## src/rtl/vga_term_writer.sv

```systemverilog
// Byte-stream terminal front end for the VGA text buffer: decodes ASCII and control
// codes into single-cycle character-buffer writes and keeps the on-screen cursor.
module vga_term_writer #(
    parameter int COLS = 80,
    parameter int ROWS = 60
) (
    input  logic        clk,
    input  logic        rst,
    input  logic [7:0]  rx_data,
    input  logic        rx_valid,
    output logic        rx_ready,
    output logic [12:0] ascii_address,
    output logic [7:0]  ascii_data,
    output logic        ascii_wr_en,
    output logic [12:0] cursor,
    output logic        busy
);

    localparam int CW = (COLS > 1) ? $clog2(COLS) : 1;
    localparam int RW = (ROWS > 1) ? $clog2(ROWS) : 1;
    localparam logic [CW-1:0] COL_LAST    = CW'(COLS - 1);
    localparam logic [RW-1:0] ROW_LAST    = RW'(ROWS - 1);
    localparam logic [12:0]   COLS_A      = 13'(COLS);
    localparam logic [12:0]   LINE_LAST   = 13'(COLS - 1);
    localparam logic [12:0]   SCREEN_LAST = 13'(COLS * ROWS - 1);

    typedef enum logic [1:0] {CLEAR, IDLE, WRITE, LINECLR} state_t;

    state_t        state, state_d;
    logic [CW-1:0] col, col_d;
    logic [RW-1:0] row, row_d;
    logic [12:0]   row_base, base_d;
    logic [12:0]   clr_ptr, ptr_d;
    logic [7:0]    wr_byte, byte_d;
    logic          wr_adv, adv_d;
    logic [12:0]   addr_d, cursor_d;
    logic [7:0]    data_d;
    logic          we_d, ready_d, busy_d;
    logic          accept;
    logic [RW-1:0] row_inc;
    logic [12:0]   base_inc;

    assign accept = rx_valid && rx_ready;

    // Row advance wraps to the top of the screen instead of scrolling.
    assign row_inc  = (row == ROW_LAST) ? '0 : row + 1'b1;
    assign base_inc = (row == ROW_LAST) ? '0 : row_base + COLS_A;

    always_comb begin
        state_d = state;
        col_d   = col;
        row_d   = row;
        base_d  = row_base;
        ptr_d   = clr_ptr;
        byte_d  = wr_byte;
        adv_d   = wr_adv;
        we_d    = 1'b0;
        addr_d  = ascii_address;
        data_d  = ascii_data;
        case (state)
            CLEAR: begin
                we_d   = 1'b1;
                addr_d = clr_ptr;
                data_d = 8'h00;
                if (clr_ptr == SCREEN_LAST) begin
                    state_d = IDLE;
                    col_d   = '0;
                    row_d   = '0;
                    base_d  = '0;
                end else begin
                    ptr_d = clr_ptr + 13'd1;
                end
            end
            IDLE: begin
                if (accept) begin
                    if (rx_data >= 8'h20 && rx_data <= 8'h7E) begin
                        byte_d  = rx_data;
                        adv_d   = 1'b1;
                        state_d = WRITE;
                    end else if (rx_data == 8'h0A) begin
                        col_d   = '0;
                        row_d   = row_inc;
                        base_d  = base_inc;
                        ptr_d   = '0;
                        state_d = LINECLR;
                    end else if (rx_data == 8'h0D) begin
                        col_d = '0;
                    end else if (rx_data == 8'h08) begin
                        // Backspace erases in place and never leaves the current row.
                        if (col != '0) begin
                            col_d   = col - 1'b1;
                            byte_d  = 8'h00;
                            adv_d   = 1'b0;
                            state_d = WRITE;
                        end
                    end else if (rx_data == 8'h0C) begin
                        col_d   = '0;
                        row_d   = '0;
                        base_d  = '0;
                        ptr_d   = '0;
                        state_d = CLEAR;
                    end
                end
            end
            WRITE: begin
                we_d    = 1'b1;
                addr_d  = cursor;
                data_d  = wr_byte;
                state_d = IDLE;
                if (wr_adv) begin
                    if (col == COL_LAST) begin
                        col_d   = '0;
                        row_d   = row_inc;
                        base_d  = base_inc;
                        ptr_d   = '0;
                        state_d = LINECLR;
                    end else begin
                        col_d = col + 1'b1;
                    end
                end
            end
            LINECLR: begin
                we_d   = 1'b1;
                addr_d = row_base + clr_ptr;
                data_d = 8'h00;
                if (clr_ptr == LINE_LAST) begin
                    state_d = IDLE;
                end else begin
                    ptr_d = clr_ptr + 13'd1;
                end
            end
            default: state_d = CLEAR;
        endcase
        cursor_d = base_d + 13'(col_d);
        // Ready reopens one cycle after a clear's final write has left the output register.
        ready_d  = (state_d == IDLE) && !accept && (state != CLEAR) && (state != LINECLR);
        busy_d   = (state_d == CLEAR) || (state_d == LINECLR) ||
                   (state == CLEAR) || (state == LINECLR);
    end

    always_ff @(posedge clk or posedge rst) begin
        if (rst) begin
            state         <= CLEAR;
            col           <= '0;
            row           <= '0;
            row_base      <= '0;
            clr_ptr       <= '0;
            wr_byte       <= '0;
            wr_adv        <= 1'b0;
            rx_ready      <= 1'b0;
            ascii_address <= '0;
            ascii_data    <= '0;
            ascii_wr_en   <= 1'b0;
            cursor        <= '0;
            busy          <= 1'b0;
        end else begin
            state         <= state_d;
            col           <= col_d;
            row           <= row_d;
            row_base      <= base_d;
            clr_ptr       <= ptr_d;
            wr_byte       <= byte_d;
            wr_adv        <= adv_d;
            rx_ready      <= ready_d;
            ascii_address <= addr_d;
            ascii_data    <= data_d;
            ascii_wr_en   <= we_d;
            cursor        <= cursor_d;
            busy          <= busy_d;
        end
    end

endmodule

```

## config.mk

```make
export PLATFORM = sky130hd
export DESIGN_NAME = vga_term_writer
export DESIGN_NICKNAME = d
export VERILOG_FILES = /design/src/rtl/vga_term_writer.sv
export SDC_FILE = /design/constraint.sdc
export NUM_CORES = 1
export LEC_CHECK = 0
export CAP_MARGIN = 20
export CORE_MARGIN = 1
export CORE_UTILIZATION = 26
export DETAILED_ROUTE_END_ITERATION = 8
export SLEW_MARGIN = 10
export SYNTH_ARGS = -nofsm -noshare
export SYNTH_HDL_FRONTEND = slang
export SYNTH_SLANG_ARGS = --single-unit
```

## constraint.sdc

```tcl
create_clock -name clk -period 4.1 [get_ports clk]
set_clock_uncertainty 0.15 [all_clocks]
set_input_delay 0.82 -clock clk [delete_from_list [all_inputs] [get_ports clk]]
set_output_delay 0.82 -clock clk [all_outputs]
set_load 0.1 [all_outputs]
```

Yosys cells after proc, flatten, opt, wreduce, memory -nomap -nowiden:

Index checks and enable logic that the tools add are counted.

* register bits: 87
* output and inout bits: 37
* logic and storage cells: 140

* add/subtract/negate cells: 7
* magnitude comparators: 2
* reduce and logical (&&, ||, !) cells: 23
* mux-type cells: 69
* equal/unequal tests: 26

Operator list (number)
* 2-to-1 mux 13 bit: 20
* one-hot mux 13 bit (3 select lines): 2
* 2-to-1 mux 7 bit: 10
* 2-to-1 mux 6 bit: 10
* one-hot mux 13 bit (4 select lines): 1
* 2-to-1 mux 8 bit: 5
* == test 8 x 4 -> 1 bit, second input constant: 4
* 2-to-1 mux 2 bit: 11
* one-hot mux 7 bit (3 select lines): 1
* inequality test 2 bit, second input constant: 10
* one-hot mux 6 bit (3 select lines): 1
* AND reduction 9 bit: 2
* one-hot mux 8 bit (2 select lines): 1
* adder 13 x 1 -> 13 bit, second input constant: 1
* adder 13 bit: 1
* adder 13 x 7 -> 13 bit: 1
* adder 13 x 7 -> 13 bit, second input constant: 1
* == test 13 bit, second input constant: 1
* == test 13 x 7 -> 1 bit, second input constant: 1
* inequality test 3 bit, second input constant: 3
* greater-or-equal comparator 8 x 6 -> 1 bit, second input constant: 1
* less-or-equal comparator 8 x 7 -> 1 bit, second input constant: 1
* one-hot mux 2 bit (4 select lines): 1
* nonzero test 2 bit: 4
* 17 further kinds: 33

Depth between registers and ports, before layout:

Gate-level depths: netlist of run 1.

* depth in word-level cells: 12
* gate-level depth with buffers: 18
* gate-level depth less buffers: 17

Worst setup path before layout of run 1:

OpenSTA, ideal clock, no wires.

* kind: input -> register
* from: input port rx_data[0]
* to: register cursor[10]
* path buffers: 0
* slack: -0.277 ns
* arrival time: 4.090 ns
* setup time: 0.138 ns
* stages on the path: 16
* path through: nor4b_1 -> nand2_1 -> a311o_1 -> a211oi_1 -> a21oi_1 -> a221oi_1 -> o21ai_0 -> ha_1 -> fa_1 -> a21o_1 -> a21oi_1 -> nor2b_1 -> o31a_1 -> o211ai_1 -> nor2_1 -> xnor2_1

* word-level cells in the longest chain between the ends: 9
* elaborated cells on any way between the ends: 22
* classes of those cells: add/sub (1); order compare (2); eq/ne (4); mux (14); reduce/logical (1)

Ends and longest elaborated chain
* from (decl): RTL line 9 `input logic [7:0] rx_data,`
* == test 8 x 4 -> 1 bit: RTL line 96 `end else if (rx_data == 8'h0C) begin`
* 2-to-1 mux 7 bit: RTL line 96
* 2-to-1 mux 7 bit: RTL line 88 `end else if (rx_data == 8'h08) begin`
* 2-to-1 mux 7 bit: RTL line 86 `end else if (rx_data == 8'h0D) begin`
* 2-to-1 mux 7 bit: RTL line 80 `end else if (rx_data == 8'h0A) begin`
* 2-to-1 mux 7 bit *: RTL line 76 `if (rx_data >= 8'h20 && rx_data <= 8'h7E) begin`
* 2-to-1 mux 7 bit *: RTL line 75 `if (accept) begin`
* one-hot mux 7 bit (3 select lines) *: RTL line 60 `case (state)`
* named net col_d[0]: RTL line 30 `logic [CW-1:0] col, col_d;`
* adder 13 x 7 -> 13 bit *: RTL line 134 `cursor_d = base_d + 13'(col_d);`
* named net cursor_d[10]: RTL line 36 `logic [12:0] addr_d, cursor_d;`
* to (signal assigned): RTL line 168 `cursor <= cursor_d;`
* to (decl): RTL line 15 `output logic [12:0] cursor,`

Mark *: on every way through the listed nets, which the timed path passes. The rest lies on a longest branch.
A chain may end at the register's enable or synchronous reset.

Worst setup path in the final report of run 1:

* from: input port rx_data[1]
* to: register cursor[12]

The elaborated chain is that of the path after synthesis.

==> impl_metrics.tcl, run 1 <==
set metrics [dict create \
    status "finished clean" \
    die_w_um 147 \
    worstSetupPathType "input pin to flop" \
    dr_wl_met3_um 533 \
    dr.max_layer_used "met4" \
    postRouteAntennaNets 0 \
    yosys_warnings 0 \
    yosysTopAreaCell "dfrtp_1" \
    cp_cell_sequence "dlygate4sd2_1 -> buf_4 -> a311o_1 -> a211oi_2 -> a21oi_1 -> a221oi_1 -> o21ai_1 -> ha_2 -> fa_2 -> a21o_1 -> a21oi_2 -> nor2b_1 -> o31a_1 -> o211ai_1 -> nand3b_1 -> xnor2_1" \
    grt-ovfl-total 0 \
    rsz0062_at_grt "true" \
    grt_max_degree 50 \
    htreeDepth 3 \
    setup_viol 0 \
    grt_pass1_wl_um 25300 \
    wl_met1_um 7280 \
    rows 52 \
    cts.sinks 87 \
    drv_slew 0 \
    start_util 0.267 \
    fp.dieArea_sq_um 21500 \
    insertion_delay_ns 0.36 \
    synth_cell_type_count 68 \
    tightest_slew_ns 0.994 \
    drt_pass1_iterations 5 \
    clk_pin_slew_ns 0.07 \
    synth_common_cells "87 x dfrtp_1, 72 x nand2_1, 54 x nor2_1" \
    crit_path_end_kind "flop" \
    wl_met2_um 7270 \
    cts-root-buf "clkbuf_16" \
    cp.arrival_ns 4.08 \
    reg2reg_slack_ns 0.19 \
    numPortBuffers 47 \
    syn_area_per_cell_sq_um 9.12 \
    synthesis.nets 642 \
    fp.dieH_um 147 \
    synthArstFlopShare 1.00 \
    drive_gt1_frac 0.212 \
    synth_edf_count 0 \
    power.density_nw_per_um2 674 \
    ys_top_cells_by_area "dfrtp_1 40%, ha_1 7.4%, nand2_1 5.0%" \
    grt_pass1_vias 4902 \
    synth_seq_cells 87 \
    track_usage 0.148 \
    clock_path_buffers 2 \
    routed_wl_um 15400 \
    critPathMaxStageDelay_ns 0.36 \
    area_growth_pct 34.2 \
    min_period_ns 3.95 \
    layout_setup_ws_ns 0.153 \
    io_pins 48 \
    crit_slowest_cell "a311o_1" \
    holdWs_ns 0.333 \
    clock.fmax_mhz 253 \
    critPathRequiredTime_ns 4.23 \
    timing.final.crit_share 0.963 \
    wl_per_cell_um 15.4 \
    gp_congestion 0.863 \
    syn_area_sq_um 5440 \
    core-area_sq_um 20400 \
    ys.flop_type "dfrtp_1" \
    p_leak_nw 3.21 \
    synth_most_common_cell "dfrtp_1" \
    drt-initial-drc-count 304 \
    pre_cts_slack_ns -0.727 \
    antenna_found_initial 0 \
    final_hold_viol_count 0 \
    nNetsFinal 775 \
    ir_drop_mv 0.281 \
    relSlewSlack 0.335 \
    drt_drc_violations_left 0 \
    synth_top_cell_area_share 0.400 \
    vias_per_cell 4.96 \
    antenna_cells 0 \
    worst-path-max-fanout 9 \
    cts_inserted_buffers 9 \
    cap_violations 0 \
    cts_tree "done" \
    dr_total_vias 4980 \
    hold_buffers 0 \
    place_hpwl_um 11500 \
    syn_inst 597 \
    hp-class "flop to flop" \
    synth_seq_area_share 0.400 \
    critPathLaunchType "input pin" \
]
worst max-delay path, delay by kind of cell:
kind	cells	cell delay, ns
AOI/OAI and AO/OA	9	1.88
adders and majority gates	2	0.56
buffers and inverters	2	0.45
and+or+nand+nor	2	0.23
xor gates and xnor gates	1	0.12
layer usage:
layer | track usage | up-vias
met1 | 0.195 | 2413
met3 | 0.0266 | 19
met4 | 0.0599 | 0
li1 | - | 2467
met5 | 0 | -
met2 | 0.241 | 81
placed cells by master, fill, tap and decap left out, drive strengths merged, types with 6 or more instances in the layout:
| cell | count |
|---|---|
| or3 | 6 |
| a31oi | 14 |
| buf | 103 |
| and2 | 9 |
| nor3 | 11 |
| nor4 | 6 |
| nand4 | 6 |
| clkdlybuf4s50 | 39 |
| a221oi | 9 |
| a22o | 10 |
| dfrtp | 87 |
| nor2 | 54 |
| a21oi | 25 |
| ha | 32 |
| or2 | 6 |
| nand3 | 21 |
| xor2 | 7 |
| nand2 | 72 |
| clkbuf | 10 |
| a22oi | 10 |
| inv | 25 |
| xnor2 | 22 |
| and3 | 8 |
| a21o | 10 |
| o21ai | 43 |
layout make-up:
class                      instances  area [sq um]
clock buffer                       9           225
clock inverter                     7          71.3
fill                            2057         13100
inverter                          22          83.8
multi-input combinational        464          3180
sequential                        87          2180
tap                              270           338
timing repair buffer             146          1230
per-stage QoR:
step / cell area (sq um) / instances / power, mW / utilization / TNS (ns)
6_report: 7300 / 1005 / 4.92 / 0.359 / 0
5_1_grt: 7300 / 1005 / 5.21 / 0.359 / -0.130
4_1_cts: 7270 / 1004 / 4.94 / 0.357 / 0
3_5_place_dp: 6930 / 987 / 4.06 / 0.340 / -5.25
3_3_place_gp: 6930 / 987 / 4.06 / 0.340 / -4.88
2_1_floorplan: 5480 / 597 / 3.10 / - / 0
registers in the layout (all words and copies together) (netlist names), 2 cells and up:
register       flops
wr_byte            8
ascii_address     13
ascii_data         8
col                7
state              2
row_base          13
clr_ptr           13
cursor            13
row                6
logic make-up (layout without fill, tap and decap cells):
kind of cell	Yosys count	in the layout	share of synthesized area
flip-flops	87	87	0.400
AND/OR/NAND/NOR	222	222	0.205
multiplexers	5	5	0.00966
adder cells (fa/ha/maj)	34	34	0.0809
buffers and inverters	46	184	0.0324
AO/OA/AOI/OAI	174	174	0.226
XOR/XNOR	29	29	0.0467
report_power, final:
group	switching, mW	internal (mW)
combinational	1.90	0.983
clock	0.407	0.431
sequential	0.128	1.07
total	2.44	2.48
final timing paths:
path	startpoint	to	cells past startpoint
max in group asynchronous	rst	cursor[2]$_DFF_PP0_	3
setup / recovery	rx_data[1]	cursor[12]$_DFF_PP0_	16
hold reg to reg	ascii_data[1]$_DFFE_PP0P_	ascii_data[1]$_DFFE_PP0P_	2
setup reg to reg	col[0]$_DFF_PP0_	cursor[12]$_DFF_PP0_	17
min in group asynchronous	rst	wr_adv$_DFFE_PP0P_	2
hold / removal	ascii_data[1]$_DFFE_PP0P_	ascii_data[1]$_DFFE_PP0P_	2
repair_timing:
item,in CTS,in global routing
resized for setup,32,16
cloned,0,0
setup buffers,1,1
hold endpoints to repair,0,0
setup endpoints to repair,8,6
pin swaps,17,18
(Power assumes the default switching activity.)
==> run 2, diff against run 1 <==
- CTS_BUF_LIST: default -> sky130_fd_sc_hd__clkbuf_4 sky130_fd_sc_hd__clkbuf_8 sky130_fd_sc_hd__clkbuf_16
==> results of run 2 <==
No change in the layout: final DEF, timing and power equal those of run 1.
